File: config.mk
export PLATFORM = sky130hd
export DESIGN_NAME = poly_axis_line_writer
export DESIGN_NICKNAME = d
export VERILOG_FILES = /design/src/rtl/poly_axis_line_writer.sv
export SDC_FILE = /design/constraint.sdc
export NUM_CORES = 2
export LEC_CHECK = 0
export CELL_PAD_IN_SITES_DETAIL_PLACEMENT = 1
export CELL_PAD_IN_SITES_GLOBAL_PLACEMENT = 1
export CORE_AREA = 2 2 603 605
export CTS_BUF_LIST = sky130_fd_sc_hd__clkbuf_4 sky130_fd_sc_hd__clkbuf_8
export CTS_CLUSTER_SIZE = 25
export DETAILED_ROUTE_END_ITERATION = 10
export DIE_AREA = 0 0 605 607
export GPL_TIMING_DRIVEN = 0
export PLACE_DENSITY_LB_ADDON = 0.1
export REMOVE_ABC_BUFFERS = 1
export SYNTH_ARGS = -nofsm -noshare
export SYNTH_HDL_FRONTEND = slang
export SYNTH_SLANG_ARGS = --single-unit
export TNS_END_PERCENT = 50
File: constraint.sdc
create_clock -name clk -period 2.4 [get_ports clk]
set_input_delay 0.36 -clock clk [delete_from_list [all_inputs] [get_ports clk]]
set_output_delay 0.36 -clock clk [all_outputs]
set_load 0.01 [all_outputs]
File: src/rtl/poly_axis_line_writer.sv
// poly_axis_line_writer
// Packs LINE_W-bit AXI-stream beats into even/odd line-pair writes for the
// dual-port write side of the input poly FIFO. One polynomial is framed by
// wr_finish: it drops when the first FILL cycle begins and rises again in
// FLUSH, after the final pair write, so the FIFO commits the polynomial.
module poly_axis_line_writer #(
    parameter int LINE_W     = 512,
    parameter int ADDR_W     = 9,
    parameter int POLY_LINES = 512
) (
    input  logic              clk,
    input  logic              rst,
    input  logic              start,
    output logic              busy,
    output logic              done,
    output logic              err_last,
    input  logic [LINE_W-1:0] s_tdata,
    input  logic              s_tvalid,
    input  logic              s_tlast,
    output logic              s_tready,
    input  logic              fifo_full,
    output logic              wr_finish,
    output logic              wr_enable,
    output logic [ADDR_W-1:0] addrA,
    output logic [ADDR_W-1:0] addrB,
    output logic [LINE_W-1:0] dA,
    output logic [LINE_W-1:0] dB
);

    typedef enum logic [1:0] {
        S_IDLE,
        S_WAIT,
        S_FILL,
        S_FLUSH
    } state_t;

    localparam logic [ADDR_W:0] LAST_BEAT = (ADDR_W+1)'(POLY_LINES - 1);
    localparam logic [ADDR_W:0] CNT_ONE   = (ADDR_W+1)'(1);

    state_t              state_reg;
    logic [ADDR_W:0]     beat_cnt_reg;
    logic [LINE_W-1:0]   hold_reg;
    logic                busy_reg;
    logic                done_reg;
    logic                err_last_reg;
    logic                s_tready_reg;
    logic                wr_finish_reg;
    logic                wr_enable_reg;
    logic [ADDR_W-1:0]   addr_a_reg;
    logic [ADDR_W-1:0]   addr_b_reg;
    logic [LINE_W-1:0]   d_a_reg;
    logic [LINE_W-1:0]   d_b_reg;

    logic beat_fire;
    logic is_last_beat;

    // A beat is consumed only in FILL while the registered ready is high.
    assign beat_fire    = (state_reg == S_FILL) && s_tvalid && s_tready_reg;
    assign is_last_beat = (beat_cnt_reg == LAST_BEAT);

    // Control FSM, beat counter, hold register and registered write port.
    always_ff @(posedge clk) begin
        if (rst) begin
            state_reg     <= S_IDLE;
            beat_cnt_reg  <= '0;
            hold_reg      <= '0;
            busy_reg      <= 1'b0;
            done_reg      <= 1'b0;
            err_last_reg  <= 1'b0;
            s_tready_reg  <= 1'b0;
            wr_finish_reg <= 1'b1;
            wr_enable_reg <= 1'b0;
            addr_a_reg    <= '0;
            addr_b_reg    <= '0;
            d_a_reg       <= '0;
            d_b_reg       <= '0;
        end else begin
            // Strobes default low; address/data simply hold between writes.
            wr_enable_reg <= 1'b0;
            done_reg      <= 1'b0;
            case (state_reg)
                S_IDLE: begin
                    if (start) begin
                        busy_reg     <= 1'b1;
                        err_last_reg <= 1'b0;
                        if (fifo_full) begin
                            state_reg <= S_WAIT;
                        end else begin
                            state_reg     <= S_FILL;
                            wr_finish_reg <= 1'b0;
                            s_tready_reg  <= 1'b1;
                            beat_cnt_reg  <= '0;
                        end
                    end
                end
                S_WAIT: begin
                    if (!fifo_full) begin
                        state_reg     <= S_FILL;
                        wr_finish_reg <= 1'b0;
                        s_tready_reg  <= 1'b1;
                        beat_cnt_reg  <= '0;
                    end
                end
                S_FILL: begin
                    if (beat_fire) begin
                        // tlast is only checked, never obeyed: the beat count ends the poly.
                        if (s_tlast != is_last_beat) begin
                            err_last_reg <= 1'b1;
                        end
                        beat_cnt_reg <= beat_cnt_reg + CNT_ONE;
                        if (!beat_cnt_reg[0]) begin
                            hold_reg <= s_tdata;
                        end else begin
                            wr_enable_reg <= 1'b1;
                            addr_a_reg    <= {beat_cnt_reg[ADDR_W-1:1], 1'b0};
                            addr_b_reg    <= beat_cnt_reg[ADDR_W-1:0];
                            d_a_reg       <= hold_reg;
                            d_b_reg       <= s_tdata;
                        end
                        // Stop taking beats once the final one is in; the last
                        // pair write goes out in the following cycle.
                        if (is_last_beat) begin
                            s_tready_reg <= 1'b0;
                        end
                    end else if (!s_tready_reg) begin
                        // Ready is only low in FILL during the last pair write.
                        state_reg     <= S_FLUSH;
                        wr_finish_reg <= 1'b1;
                        done_reg      <= 1'b1;
                    end
                end
                S_FLUSH: begin
                    state_reg <= S_IDLE;
                    busy_reg  <= 1'b0;
                end
                default: begin
                    state_reg <= S_IDLE;
                end
            endcase
        end
    end

    assign busy      = busy_reg;
    assign done      = done_reg;
    assign err_last  = err_last_reg;
    assign s_tready  = s_tready_reg;
    assign wr_finish = wr_finish_reg;
    assign wr_enable = wr_enable_reg;
    assign addrA     = addr_a_reg;
    assign addrB     = addr_b_reg;
    assign dA        = d_a_reg;
    assign dB        = d_b_reg;

endmodule

=== After elaboration in Yosys (flattened, before gate mapping) ===
Index checks and enable logic that the tools add are counted.

* $mul: 0
* Add/subtract/negate cells: 1
* Divide/modulo/power cells: 0
* Shift operators: 0
* Bitwise gates (word level): 3
* Multiplexer cells: 28
* Eq/ne operators: 12
* Magnitude comparators: 0
* Reduce and logical (&&, ||, !) cells: 16

{| class="wikitable"
|+ Operator list
! kind !! count
|-
| $mux W10 || 3
|-
| $pmux W10 S3 || 1
|-
| $reduce_and A4 Y1 || 4
|-
| $mux W1 || 14
|-
| $ne A2 B2 Y1 const B || 6
|-
| $add A10 B1 Y10 const B || 1
|-
| $eq A10 B9 Y1 const B || 1
|-
| $mux W2 || 5
|-
| $reduce_and A3 Y1 || 3
|-
| $pmux W2 S4 || 1
|-
| $pmux W1 S3 || 2
|-
| $reduce_or A3 Y1 || 2
|-
| $eq A2 B2 Y1 const B || 2
|-
| $pmux W1 S2 || 2
|-
| $reduce_bool A2 Y1 || 2
|-
| $not A1 Y1 || 3
|-
| $reduce_bool A3 Y1 || 1
|-
| $eq A2 B1 Y1 const B || 1
|-
| $logic_and A1 B1 Y1 || 2
|-
| $logic_not A2 Y1 || 1
|-
| $ne A2 B1 Y1 const B || 1
|-
| $reduce_and A2 Y1 || 1
|-
| $ne A1 B1 Y1 || 1
|}

* Output and inout bits: 1048
* Word-level logic and storage cells: 73
* Input port bits: 518
* Bits in latches: 0
* Memories: 0
* Register bits: 1571
* Memory bits (read-only): 0
* Memory bits (writable): 0

=== Logic depth before layout (Yosys ltp) ===
* Word-level depth: 5
* Mapped depth: 9

=== Worst setup path after synthesis ===
OpenSTA, ideal clock, no wires.

* Path kind: reg-to-reg
* From: register state_reg[1]
* To: register beat_cnt_reg[9]
* Arrival: 2.146 ns
* Slack: 0.182 ns
* Cell stages (with the launch flop): 8
* Library setup time: 0.073 ns
* Data required time: 2.327 ns
* Period minus slack after synthesis: 2.218 ns
* Path through: dfxtp_1 inv_1 ha_1 nor2b_1 buf_2 or4_4 or4_1 a21oi_1

* Word-level cells in the longest chain between the ends: 5
* Elaborated cells on any way between the ends: 10

{| class="wikitable"
|+ RTL lines
! what !! line !! source
|-
| from (decl) || 40 || <nowiki>state_t state_reg;</nowiki>
|-
| from (signal assigned) || 64 || <nowiki>state_reg <= S_IDLE;</nowiki>
|-
| from (signal assigned) || 87 || <nowiki>state_reg <= S_WAIT;</nowiki>
|-
| from (signal assigned) || 89 || <nowiki>state_reg <= S_FILL;</nowiki>
|-
| $eq A2 B2 Y1 || 58, 81 ||
|-
| $logic_and A1 B1 Y1 (2 in series) || 58 || <nowiki>assign beat_fire = (state_reg == S_FILL) && s_tvalid && s_tready_reg;</nowiki>
|-
| $ne A2 B2 Y1 (no line) || n/a ||
|-
| $reduce_and A3 Y1 (no line) || n/a ||
|-
| to (signal assigned) || 110 || <nowiki>beat_cnt_reg <= beat_cnt_reg + CNT_ONE;</nowiki>
|-
| to (decl) || 41 || <nowiki>logic [ADDR_W:0] beat_cnt_reg;</nowiki>
|}

Several ways; a longest one is shown, not always the timed one.
A chain may end at the register's enable or synchronous reset.

=== Worst setup path in the final report ===
* From: input port rst
* To: register hold_reg[394]

{| class="wikitable"
|+ RTL lines
! what !! line !! source
|-
| from (decl) || 12 || <nowiki>input logic rst,</nowiki>
|-
| to (signal assigned) || 112 || <nowiki>hold_reg <= s_tdata;</nowiki>
|-
| to (decl) || 42 || <nowiki>logic [LINE_W-1:0] hold_reg;</nowiki>
|}

No word-level cell between the ends.

==> results.json <==
{
  "ys_async_sr_fraction_pct": 0,
  "global_route_wire_length_before_repair_mm": 428,
  "rr_endpoint": "dB[3]",
  "io-pin-count": 1566,
  "status": "complete, but fails checks",
  "post-dp-hpwl_mm": 218,
  "critical_path_endpoint_category": "flip-flop",
  "power.ir.vdd_worst_uv": 362,
  "post_drt_wl_per_cell_um": 22.3,
  "via_per_instance_ratio": 3.91,
  "numPlacedInstances": 12843,
  "max_slew_margin_pct": 8.86,
  "layout.area.seq_sq_um": 31300,
  "yosys_most_used_dff": "sky130_fd_sc_hd__dfxtp_1",
  "worst_hold_slack_ns": 0.0663,
  "worstRegToRegCells": 16,
  "via_count": 55308,
  "core_region_area_sq_um": 361000,
  "timing.fmax_mhz": 395,
  "timing.hold.worst.start": "s_tdata[370]",
  "postSynthAreaPerCell_sq_um": 7.81,
  "power.static_leakage_nw": 36.7,
  "finalWorstSetupSlack_ns": -0.131,
  "synth-seq-cells": 1563,
  "clock-root-buffer": "sky130_fd_sc_hd__clkbuf_8",
  "totalPowerFinal_mw": 64.0,
  "path_class": "input port to flip-flop",
  "clock_latency_ns": 1.05,
  "whs_path_depth": 3,
  "post-route-period-util_pct": 105,
  "final.fill_count": 41805,
  "port_buffers": 1564,
  "timing.final.hold_violations": 0,
  "synth.lib_cells_used.distinct": 33,
  "tightest_slew_ns": 1.37,
  "overflow": 0,
  "drt.antenna.violating_nets": 0,
  "placedInstanceArea_sq_um": 76400,
  "synth.area.top_cells": "sky130_fd_sc_hd__dfxtp_1, sky130_fd_sc_hd__nand2_1, sky130_fd_sc_hd__a21oi_1",
  "cts_sinks": 1563,
  "final_max_slew_viol_count": 0,
  "num_rows": 221,
  "detail_route.drc_violations": 0,
  "cap_violations": 0,
  "r2r_setup_slack_ns": -0.11,
  "cts_tree": "built",
  "cts_htree_levels": 5,
  "die_h_um": 607,
  "first_iter_violations": 2101,
  "area_fraction_of_the_dominant_cell_type_after_synthesis_pct": 58.8,
  "failed_checks": "setup timing",
  "clkSlewWorstSetupHoldPaths_ns": 0.05,
  "maximum_number_of_pins_on_one_net_before_global_route_repair": 193,
  "synth-warning-count": 0,
  "grt_pass1_vias": 56682,
  "holdPathEnd": "dB[370]",
  "timing.critical_path.from_type": "input port",
  "floorplan.die.width_um": 605,
  "timing.final.crit_period_ns": 2.53,
  "postLayoutCellArea_sq_um": 94400,
  "wirelength_routed_mm": 315,
  "largest_clock_skew_in_the_final_design_ns": 0.104,
  "area_of_the_mapped_netlist_sq_um": 53300,
  "drive_gt1_share_pct": 14.5,
  "design.die.area_sq_um": 367000,
  "worst_hold_path_type": "input port to flip-flop",
  "setup_viol": 150,
  "post-synth-top-area-cell": "sky130_fd_sc_hd__dfxtp_1",
  "place.gp.congestion": 0.767,
  "final_nets": 9595,
  "clockBufferDepth": 4,
  "drt_pre_antenna_iters": 5,
  "worst-path-max-fanout": 192,
  "syn_inst": 6816,
  "worst_path_required_ns": 3.20,
  "cts-buffers-inserted": 333,
  "initial_core_util_pct": 14.8,
  "rsz0062_at_grt": "true",
  "finish.cell_count_without_fillers": 14128,
  "critical_path.reg2reg.startpoint": "state_reg[0]",
  "worst-endpoint-arrival_ns": 3.34,
  "number_of_antenna_violations_at_the_first_check_in_global_routing": 81,
  "power.density_cell_area_nw_per_um2": 678,
  "multi_input_comb_area_sq_um": 21600,
  "synth-seq-area-share_pct": 58.8,
  "number_of_enable_flip_flop_cells_after_synthesis": 0,
  "flow.area_growth_from_synthesis_pct": 77.2,
  "grt_util_all_layers_pct": 16.0
}
[layer usage]
layer	vias to the layer above	global-route usage [%]	wire [um]
met4	26	5.65	12100
met5	-	0	172
met1	26849	17.5	123000
met3	566	4.70	19900
met2	1351	29.1	160000
li1	26516	-	-
[per-stage QoR]
step / util [%] / setup TNS, ns / setup slack, ns
floorplan: - / - / -30.06
global placement: 20.2 / - / -81.70
detailed placement: 21.2 / -1850.06 / -2.38
CTS: 25.3 / -201.70 / -0.307
global route: 26.1 / -40.34 / -0.153
finish: 26.1 / -7.73 / -0.131
[cells in the final DEF, fill, tap and decap left out, types with 22 or more instances in the layout]
cell                              count
sky130_fd_sc_hd__dfxtp_1           1547
sky130_fd_sc_hd__a21oi_2            139
sky130_fd_sc_hd__bufbuf_16           29
sky130_fd_sc_hd__clkbuf_8           399
sky130_fd_sc_hd__nand2_4            112
sky130_fd_sc_hd__nand2_1           2863
sky130_fd_sc_hd__dlymetal6s2s_1     310
sky130_fd_sc_hd__buf_12              76
sky130_fd_sc_hd__buf_4               98
sky130_fd_sc_hd__dlygate4sd3_1      506
sky130_fd_sc_hd__buf_16              73
sky130_fd_sc_hd__nand2_2            119
sky130_fd_sc_hd__clkbuf_16           32
sky130_fd_sc_hd__clkdlybuf4s50_1   1238
sky130_fd_sc_hd__a21oi_1           1414
sky130_fd_sc_hd__buf_8               44
sky130_fd_sc_hd__diode_2             26
sky130_fd_sc_hd__buf_6               22
sky130_fd_sc_hd__clkbuf_4           131
[power by group]
group	internal, mW	switching [mW]
sequential	26.5	0.322
clock	17.4	13.5
combinational	2.98	3.23
[what timing repair did]
action	in CTS	in global routing
setup endpoints to repair	2492	1770
gates cloned	48	33
hold endpoints to repair	1037	108
pin swaps	178	127
setup buffers	108	52
resized for setup	347	694
hold buffers	480	28
[synthesized netlist by cell type, types with 2 or more instances]
cell / number
sky130_fd_sc_hd__a21oi_1: 1553
sky130_fd_sc_hd__buf_4: 9
sky130_fd_sc_hd__mux2i_1: 3
sky130_fd_sc_hd__inv_1: 7
sky130_fd_sc_hd__xnor2_1: 3
sky130_fd_sc_hd__nor3_1: 4
sky130_fd_sc_hd__or3_1: 3
sky130_fd_sc_hd__buf_2: 41
sky130_fd_sc_hd__xor2_1: 2
sky130_fd_sc_hd__buf_1: 5
sky130_fd_sc_hd__nor4_1: 2
sky130_fd_sc_hd__nand2_1: 3094
sky130_fd_sc_hd__nor2_1: 16
sky130_fd_sc_hd__o31ai_1: 5
sky130_fd_sc_hd__clkbuf_1: 470
sky130_fd_sc_hd__nand4_1: 5
sky130_fd_sc_hd__o21ai_0: 4
sky130_fd_sc_hd__nand3_1: 6
sky130_fd_sc_hd__ha_1: 5
sky130_fd_sc_hd__dfxtp_1: 1563
sky130_fd_sc_hd__or4_1: 3
sky130_fd_sc_hd__a211oi_1: 2
[worst max-delay path, cell delays in order]
cell	delay (ns)
sky130_fd_sc_hd__dlygate4sd3_1	0.61
sky130_fd_sc_hd__buf_16	0.16
sky130_fd_sc_hd__buf_12	0.20
sky130_fd_sc_hd__buf_16	0.45
sky130_fd_sc_hd__buf_16	0.57
sky130_fd_sc_hd__a21oi_1	0.08
[final cells by class]
type	count	area share [%]
Multi-Input combinational cell	4722	22.9
Clock buffer	530	6.86
Antenna cell	26	0.0690
Inverter	7	0.0305
Sequential cell	1563	33.2
Tap cell	4794	6.36
Clock inverter	41	0.500
Timing Repair Buffer	2445	30.1
[logic make-up after synthesis]
family	count (synthesis)	synth area share, %
DFF	1563	58.8
and+or+nand+nor	3137	22.2
AOI/OAI and AO/OA	1569	14.8
muxes	4	0.0846
buffers and inverters	532	3.91
xor gates and xnor gates	5	0.0822
adders and majority gates	5	0.117
other	1	0.00704
[worst max-delay path by stage]
stage,from,to,slack [ns]
2_1_floorplan,state_reg[1],addrB[1],-30.06
3_3_place_gp,s_tvalid,dB[28],-81.70
3_5_place_dp,s_tvalid,hold_reg[273],-2.38
4_1_cts,state_reg[0],dA[23],-0.31
5_1_grt,state_reg[0],dA[453],-0.15
6_report,rst,hold_reg[394],-0.13
Power figures use the tool's default switching activity.
